## config.mk

```make
export PLATFORM = sky130hd
export DESIGN_NAME = altr_hps_rst_req_seq
export DESIGN_NICKNAME = d
export VERILOG_FILES = /design/src/rtl/altr_hps_rst_seq_pkg.sv /design/src/rtl/altr_hps_sat_cntr.sv /design/src/rtl/altr_hps_rst_req_seq.sv
export SDC_FILE = /design/constraint.sdc
export NUM_CORES = 1
export LEC_CHECK = 0
export ABC_AREA = 0
export CAP_MARGIN = 10
export CORE_MARGIN = 2
export CORE_UTILIZATION = 30
export CTS_CLUSTER_DIAMETER = 150
export CTS_CLUSTER_SIZE = 30
export DETAILED_ROUTE_END_ITERATION = 7
export GPL_TIMING_DRIVEN = 0
export PLACE_DENSITY = 0.57
export SLEW_MARGIN = 20
export SYNTH_ARGS = -nofsm -noshare
export SYNTH_HDL_FRONTEND = slang
export SYNTH_SLANG_ARGS = --single-unit
export TNS_END_PERCENT = 1
```

## constraint.sdc

```tcl
create_clock -name clk -period 2.1 [get_ports clk]
set_clock_uncertainty 0.15 [all_clocks]
set_input_delay 0.21 -clock clk [delete_from_list [all_inputs] [get_ports clk]]
set_output_delay 0.21 -clock clk [all_outputs]
set_load 0.005 [all_outputs]
```

## src/rtl/altr_hps_rst_seq_pkg.sv

```systemverilog
// Shared types for the HPS reset request sequencer.
// State encodings and the counter-width helper.
package altr_hps_rst_seq_pkg;

  typedef enum logic [2:0] {
    POR_HOLD = 3'd0,
    IDLE     = 3'd1,
    QUIESCE  = 3'd2,
    ASSERT   = 3'd3,
    DONE     = 3'd4
  } rst_seq_state_t;

  localparam int CYC_MIN = 1;
  localparam int CYC_MAX = 2046;

  // Bits needed to hold value v, never less than 1.
  function automatic int cnt_width(input int v);
    int w;
    w = 1;
    while (w < 31 && (v >> w) != 0)
      w++;
    return w;
  endfunction

endpackage

```

## src/rtl/altr_hps_sat_cntr.sv

```systemverilog
// Saturating up-counter: sync clear, enable, terminal compare.
// Ports: clk, rst_n (async low), clr, en, term -> hit.
module altr_hps_sat_cntr
  import altr_hps_rst_seq_pkg::*;
#(
  parameter int WIDTH = 1
) (
  input  logic             clk,
  input  logic             rst_n,
  input  logic             clr,
  input  logic             en,
  input  logic [WIDTH-1:0] term,
  output logic             hit
);

  logic [WIDTH-1:0] cnt;

  always_ff @(posedge clk or negedge rst_n) begin
    if (!rst_n)
      cnt <= '0;
    else if (clr)
      cnt <= '0;
    else if (en && cnt != {WIDTH{1'b1}})
      cnt <= cnt + WIDTH'(1);
  end

  assign hit = (cnt == term);

endmodule

```

## src/rtl/altr_hps_rst_req_seq.sv

```systemverilog
// Reset request sequencer: quiesce, timed reset pulse, ack.
// Ports: clk, i_rst_n, rst_req/rst_ack, quiesce_req/quiesce_ack,
// o_rst_n, timeout_flag. Option: ALTR_HPS_RST_ACK_TIMEOUT_EN.
module altr_hps_rst_req_seq
  import altr_hps_rst_seq_pkg::*;
#(
  parameter int ASSERT_CYC  = 8,
  parameter int TIMEOUT_CYC = 255
) (
  input  logic clk,
  input  logic i_rst_n,
  input  logic rst_req,
  output logic rst_ack,
  output logic quiesce_req,
  input  logic quiesce_ack,
  output logic o_rst_n,
  output logic timeout_flag
);

`ifdef ALTR_HPS_RST_ACK_TIMEOUT_EN
  localparam int MAX_TERM =
    (ASSERT_CYC > TIMEOUT_CYC) ? ASSERT_CYC : TIMEOUT_CYC;
`else
  localparam int MAX_TERM = ASSERT_CYC;
`endif
  localparam int CNT_WIDTH = cnt_width(MAX_TERM - 1);

  localparam logic [CNT_WIDTH-1:0] A_TERM =
    CNT_WIDTH'(ASSERT_CYC - 1);
`ifdef ALTR_HPS_RST_ACK_TIMEOUT_EN
  localparam logic [CNT_WIDTH-1:0] T_TERM =
    CNT_WIDTH'(TIMEOUT_CYC - 1);
`endif

  if (ASSERT_CYC < CYC_MIN || ASSERT_CYC > CYC_MAX ||
      TIMEOUT_CYC < CYC_MIN || TIMEOUT_CYC > CYC_MAX)
  begin : g_bad_param
    $fatal(1, "altr_hps_rst_req_seq: cycle parameter out of range");
  end

  rst_seq_state_t state_q, state_d;
  logic rst_n_q, rst_n_d;
  logic qreq_q, qreq_d;
  logic ack_q, ack_d;
  logic cnt_clr, cnt_en, cnt_hit;
  logic [CNT_WIDTH-1:0] term;
`ifdef ALTR_HPS_RST_ACK_TIMEOUT_EN
  logic tflag_q, tflag_d;
`endif

  altr_hps_sat_cntr #(
    .WIDTH (CNT_WIDTH)
  ) u_cntr (
    .clk   (clk),
    .rst_n (i_rst_n),
    .clr   (cnt_clr),
    .en    (cnt_en),
    .term  (term),
    .hit   (cnt_hit)
  );

  always_ff @(posedge clk or negedge i_rst_n) begin
    if (!i_rst_n) begin
      state_q <= POR_HOLD;
      rst_n_q <= 1'b0;
      qreq_q  <= 1'b0;
      ack_q   <= 1'b0;
`ifdef ALTR_HPS_RST_ACK_TIMEOUT_EN
      tflag_q <= 1'b0;
`endif
    end else begin
      state_q <= state_d;
      rst_n_q <= rst_n_d;
      qreq_q  <= qreq_d;
      ack_q   <= ack_d;
`ifdef ALTR_HPS_RST_ACK_TIMEOUT_EN
      tflag_q <= tflag_d;
`endif
    end
  end

  always_comb begin
    state_d = state_q;
    rst_n_d = rst_n_q;
    qreq_d  = qreq_q;
    ack_d   = ack_q;
    cnt_clr = 1'b0;
    cnt_en  = 1'b0;
    term    = A_TERM;
`ifdef ALTR_HPS_RST_ACK_TIMEOUT_EN
    tflag_d = tflag_q;
`endif
    unique case (state_q)
      POR_HOLD: begin
        cnt_en = 1'b1;
        if (cnt_hit) begin
          state_d = IDLE;
          rst_n_d = 1'b1;
          cnt_clr = 1'b1;
        end
      end
      IDLE: begin
        if (rst_req) begin
          state_d = QUIESCE;
          qreq_d  = 1'b1;
          cnt_clr = 1'b1;
`ifdef ALTR_HPS_RST_ACK_TIMEOUT_EN
          tflag_d = 1'b0;
`endif
        end
      end
      QUIESCE: begin
`ifdef ALTR_HPS_RST_ACK_TIMEOUT_EN
        cnt_en = 1'b1;
        term   = T_TERM;
`endif
        if (quiesce_ack) begin
          state_d = ASSERT;
          rst_n_d = 1'b0;
          cnt_clr = 1'b1;
        end
`ifdef ALTR_HPS_RST_ACK_TIMEOUT_EN
        // A late ack on the terminal edge still counts as clean.
        else if (cnt_hit) begin
          state_d = ASSERT;
          rst_n_d = 1'b0;
          cnt_clr = 1'b1;
          tflag_d = 1'b1;
        end
`endif
      end
      ASSERT: begin
        cnt_en = 1'b1;
        if (cnt_hit) begin
          state_d = DONE;
          rst_n_d = 1'b1;
          qreq_d  = 1'b0;
          ack_d   = 1'b1;
          cnt_clr = 1'b1;
        end
      end
      DONE: begin
        if (!rst_req) begin
          state_d = IDLE;
          ack_d   = 1'b0;
        end
      end
      default: state_d = POR_HOLD;
    endcase
  end

  assign o_rst_n     = rst_n_q;
  assign quiesce_req = qreq_q;
  assign rst_ack     = ack_q;
`ifdef ALTR_HPS_RST_ACK_TIMEOUT_EN
  assign timeout_flag = tflag_q;
`else
  assign timeout_flag = 1'b0;
`endif

endmodule

```

### Yosys cells after proc, flatten, opt, wreduce, memory -nomap -nowiden

Index checks and enable logic that the tools add are counted.

* bits in registers: 9
* input bits: 4
* logic and storage cells: 50

* add/subtract/negate cells: 1
* eq/ne operators: 12
* muxes and demuxes: 21
* reductions and logical operators: 11

Operators with widths (number)
* 3-bit two-way mux: 7
* 3-bit one-hot mux with 5 select lines: 1
* 2-bit != test, second input constant: 5
* 1-bit two-way mux: 9
* 3-bit AND reduction: 3
* 2-bit nonzero test: 4
* 3-bit by 2-bit == test with 1-bit output, second input constant: 2
* 3-bit == test, second input constant: 2
* 1-bit one-hot mux with 2 select lines: 3
* 5-bit AND reduction: 1
* 3-bit by 1-bit adder with 3-bit output, second input constant: 1
* 3-bit by 1-bit == test with 1-bit output, second input constant: 1
* 3-bit logical NOT: 1
* 3-bit != test, second input constant: 1
* 1-bit one-hot mux with 3 select lines: 1
* 2-bit by 1-bit != test with 1-bit output, second input constant: 1
* 2-bit OR reduction: 1
* 1-bit logical AND: 1

### Depth between registers and ports, before layout

* depth after elaboration: 6
* depth in mapped cells: 6
* depth with buffers taken out: 5

### By module

A second synthesis with hierarchy kept.

* cells, all modules: 60
* area, all modules: 583.1 µm²

Modules (own cells, without submodules)
* altr_hps_rst_req_seq: times used 1, cells each 44, area an instance 397.9 µm², seq. area each 150.1 µm²
* altr_hps_sat_cntr: times used 1, cells each 16, area an instance 185.2 µm², seq. area each 75.1 µm²

### Worst setup path before layout

No wires, ideal clock.

* kind: reg2reg
* start point: register u_cntr.cnt[0]
* end point: register u_cntr.cnt[0]
* arrival time: 1.559 ns
* setup slack: 0.304 ns
* cell stages (with the launch flop): 7
* path buffers: 1
* cell sequence: dfrtp_1 > ha_1 > ha_1 > buf_6 > or2_4 > or3_1 > a22oi_1

* word-level cells in the longest chain between the ends: 4

RTL lines
* from (decl): RTL line altr_hps_sat_cntr.sv:16 `logic [WIDTH-1:0] cnt;`
* from (signal assigned): RTL line altr_hps_sat_cntr.sv:24 `cnt <= cnt + WIDTH'(1);`
* 3-bit == test: RTL line altr_hps_sat_cntr.sv:27 `assign hit = (cnt == term);`
* 1-bit two-way mux: RTL line altr_hps_rst_req_seq.sv:96, altr_hps_rst_req_seq.sv:134
* 1-bit one-hot mux with 3 select lines: RTL line altr_hps_rst_req_seq.sv:93 `unique case (state_q)`
* 3-bit two-way mux or 2-bit nonzero test (tied branches)

Parallel ways exist; a longest one is shown, timed or not. The select of a mux whose other input is x is not followed.
A chain may end at the register's enable or synchronous reset.

### Worst setup path after layout

Ends and elaborated chain as after synthesis.

==> results.py <==
metrics = {
    "status": {
        "status": "completed",
    },
    "setup_path": {
        "crit_fanout": 10,
        "r2r-start": "u_cntr.cnt[0]",
        "required_ns": 2.14,
        "cp_common_cell": "ha_1",
        "cp-startpoint": "u_cntr.cnt[0]",
        "slowest_stage": "dfrtp_1",
        "cpLargestDelayFamily": "simple AND/OR/NAND/NOR gates",
        "start_kind": "register",
        "slowest_delay_ns": 0.40,
        "crit_arrival_ns": 1.93,
        "cp_num_buf_inv": 1,
        "path_cells": "ha_1 -> ha_1 -> buf_6 -> or2_4 -> or3_1 -> a22oi_1",
        "path_class": "register to register",
        "cp-end-kind": "register",
    },
    "grt": {
        "antenna_found_initial": 0,
        "grt_use_total_pct": 11.4,
        "grt_pass1_wl_um": 1770,
        "grt_pass1_vias": 392,
        "grt_max_degree": 11,
        "grt-ovfl-total": 0,
    },
    "power": {
        "p_int_uw": 475,
        "seqPwrFrac_pct": 35.7,
        "total_power_uw": 767,
        "power_frac_clock_pct": 17.7,
        "p_sw_uw": 292,
        "ir_drop_uv": 501,
        "power_frac_comb_pct": 46.6,
        "leakagePower_nw": 0.311,
        "p_per_area_nw_per_um2": 1130,
        "power_switching_share_pct": 38.1,
    },
    "logic_synthesis": {
        "synthSimpleGateAreaFrac_pct": 12.9,
        "synthMuxAreaShare_pct": 5.35,
        "synth_top_cell_area_share_pct": 40.1,
        "synthXorXnorAreaFrac_pct": 3.12,
        "yosys_warnings": 0,
        "synthAdderAreaFrac_pct": 4.45,
        "synth_compound_area_share_pct": 22.7,
        "synth_nets": 65,
        "ys_types": 25,
        "synth_top_cell_by_area": "dfrtp_1",
        "syn_inst": 59,
        "synthesis.area_um2": 562,
        "seq_area_frac_synth_pct": 40.1,
        "synth_top_family_by_area": "compound AO/OA/AOI/OAI gates",
        "synth_area_leaders": "dfrtp_1 (40%), o21ai_0 (6.2%), mux2i_1 (5.3%), a31oi_1 (4.5%), ha_1 (4.5%)",
        "avgSynthCellArea_um2": 9.52,
        "ys_ff_latch": 9,
    },
    "clock_tree": {
        "cts_hold_buf": 0,
        "cts_tree": "built",
        "numCtsBuffers": 3,
        "h-tree-depth": 1,
        "cts-root-buf": "clkbuf_4",
        "clock_latency_ns": 0.27,
        "clock_sinks": 9,
        "cts_setup_buffers": 0,
        "clockBufferDepth": 2,
        "post_cts_resized": 0,
        "clkTransAtPathRegs_ns": 0.07,
    },
    "floorplanning": {
        "die_x_um": 47.3,
        "die_area_um2": 2230,
        "fp-row-count": 15,
        "pin_count": 8,
        "core_area_um2": 1750,
        "start_util_pct": 32.2,
        "die_h_um": 47.3,
    },
    "drt": {
        "vias": 462,
        "ant_nets": 0,
        "wl_per_cell_um": 11.6,
        "drc_errors": 0,
        "vias_per_cell": 4.91,
        "routed_wirelength_um": 1090,
        "dr.pass1.iters": 4,
        "drtIter0Drc": 10,
    },
    "sta": {
        "finalCritPeriodShare_pct": 90.2,
        "period_minus_slack_ns": 1.89,
        "slew_viol_final": 0,
        "setup_viol": 0,
        "hold_viol_final": 0,
        "fmax_mhz": 528,
        "tns_ns": 0,
        "worst_slack_ns": 0.206,
        "rsz0062_at_grt": "no",
    },
    "flow_run": {
        "max_cap_violations": 0,
    },
    "min_path": {
        "hp-class": "primary input to async pin",
    },
    "layout": {
        "area_growth_pct": 21.2,
        "fin_nets": 76,
        "insertedDiodeCount": 0,
        "drive_above_1_share_pct": 14.5,
    },
    "placed_design": {
        "port_buffers": 6,
        "dpl.hpwl_um": 789,
        "dp_slack_ns": 0.212,
        "place_congestion": 0.773,
    },
}
## synth_stat cells, drive strengths merged
cell,instances
buf,5
o32ai,1
a31oi,4
o21ai,7
xor2,1
nand2,2
a21oi,1
or2,1
nand2b,2
nand3,3
o22ai,1
o31ai,1
nor2b,1
or3,3
a22oi,3
o211a,1
ha,2
dfrtp,9
nor2,1
conb,1
a211oi,1
xnor2,1
mux2i,3
inv,4
## cells by family (layout without fill, tap and decap cells)
family / after synthesis / after routing
adder cells (fa/ha/maj): 2 / 2
AND/OR/NAND/NOR: 13 / 13
other: 1 / 1
AO/OA/AOI/OAI: 20 / 20
multiplexers: 3 / 3
flip-flops: 9 / 9
XOR/XNOR: 2 / 2
buffers and inverters: 9 / 19
## power by group through the flow
stage / Combinational [mW] / Clock (mW) / Sequential (mW)
2_1_floorplan: 0.283 / 0 / 0.266
3_3_place_gp: 0.356 / 0 / 0.276
3_5_place_dp: 0.357 / 0 / 0.278
4_1_cts: 0.360 / 0.142 / 0.275
5_1_grt: 0.413 / 0.146 / 0.283
6_report: 0.357 / 0.136 / 0.274
## worst register-to-register path: stages, from the launching register on
cell and delay [ns]:
dfrtp_1 0.40, ha_1 0.20, ha_1 0.18, buf_6 0.14, or2_4 0.24, or3_1 0.34, a22oi_1 0.16
## routing by layer
metal,track usage [%],vias to the layer above,part of all wire (%)
met5,0,-,0
met4,0,0,0
met3,5.77,0,5.7
met2,15.7,15,45
met1,17.1,214,49
li1,-,233,-
## through the flow
step / cell area (um2) / cells / utilization (%) / hold WS [ns]
global placement: 653 / 90 / 37.4 / 0.380
finish: 681 / 94 / 39.0 / 0.0919
CTS: 681 / 94 / 39.0 / 0.110
detailed placement: 653 / 90 / 37.4 / 0.385
floorplan: 562 / 59 / - / -0.236
global route: 681 / 94 / 39.0 / 0.145
## layout by cell type, fill, tap and decap left out, types with 2 or more instances in the layout
master,instances
clkbuf_4,3
o21ai_0,7
nand2b_1,2
nand2_1,2
buf_6,2
inv_1,4
ha_1,2
a22oi_1,3
a31oi_1,4
clkdlybuf4s50_1,6
dfrtp_1,9
or3_1,3
mux2i_1,3
nand3_1,3
buf_4,3
## cell type report
class,instances,area [um2]
Timing Repair Buffer,6,60.1
Inverter,4,15.0
Buffer,5,45.0
Multi-Input combinational cell,41,277
Fill cell,184,1060
Tap cell,25,31.3
Clock inverter,1,5.00
Clock buffer,3,22.5
Sequential cell,9,225
## sequential cells by signal, indices dropped and copies added (netlist names)
| name | flops |
|---|---|
| quiesce_req | 1 |
| o_rst_n | 1 |
| rst_ack | 1 |
| u_cntr.cnt | 3 |
| state_q | 3 |
## path summary, 6_finish.rpt
check                           endpoint  slack (ns)  cells after the start
hold reg to reg               state_q[1]        0.40                      2
min in group clk              state_q[1]        0.40                      2
hold / removal             u_cntr.cnt[0]        0.09                      1
setup / recovery           u_cntr.cnt[0]        0.21                      6
setup reg to reg           u_cntr.cnt[0]        0.21                      6
max in group asynchronous        o_rst_n        1.41                      1
Power figures use the tool's default switching activity.
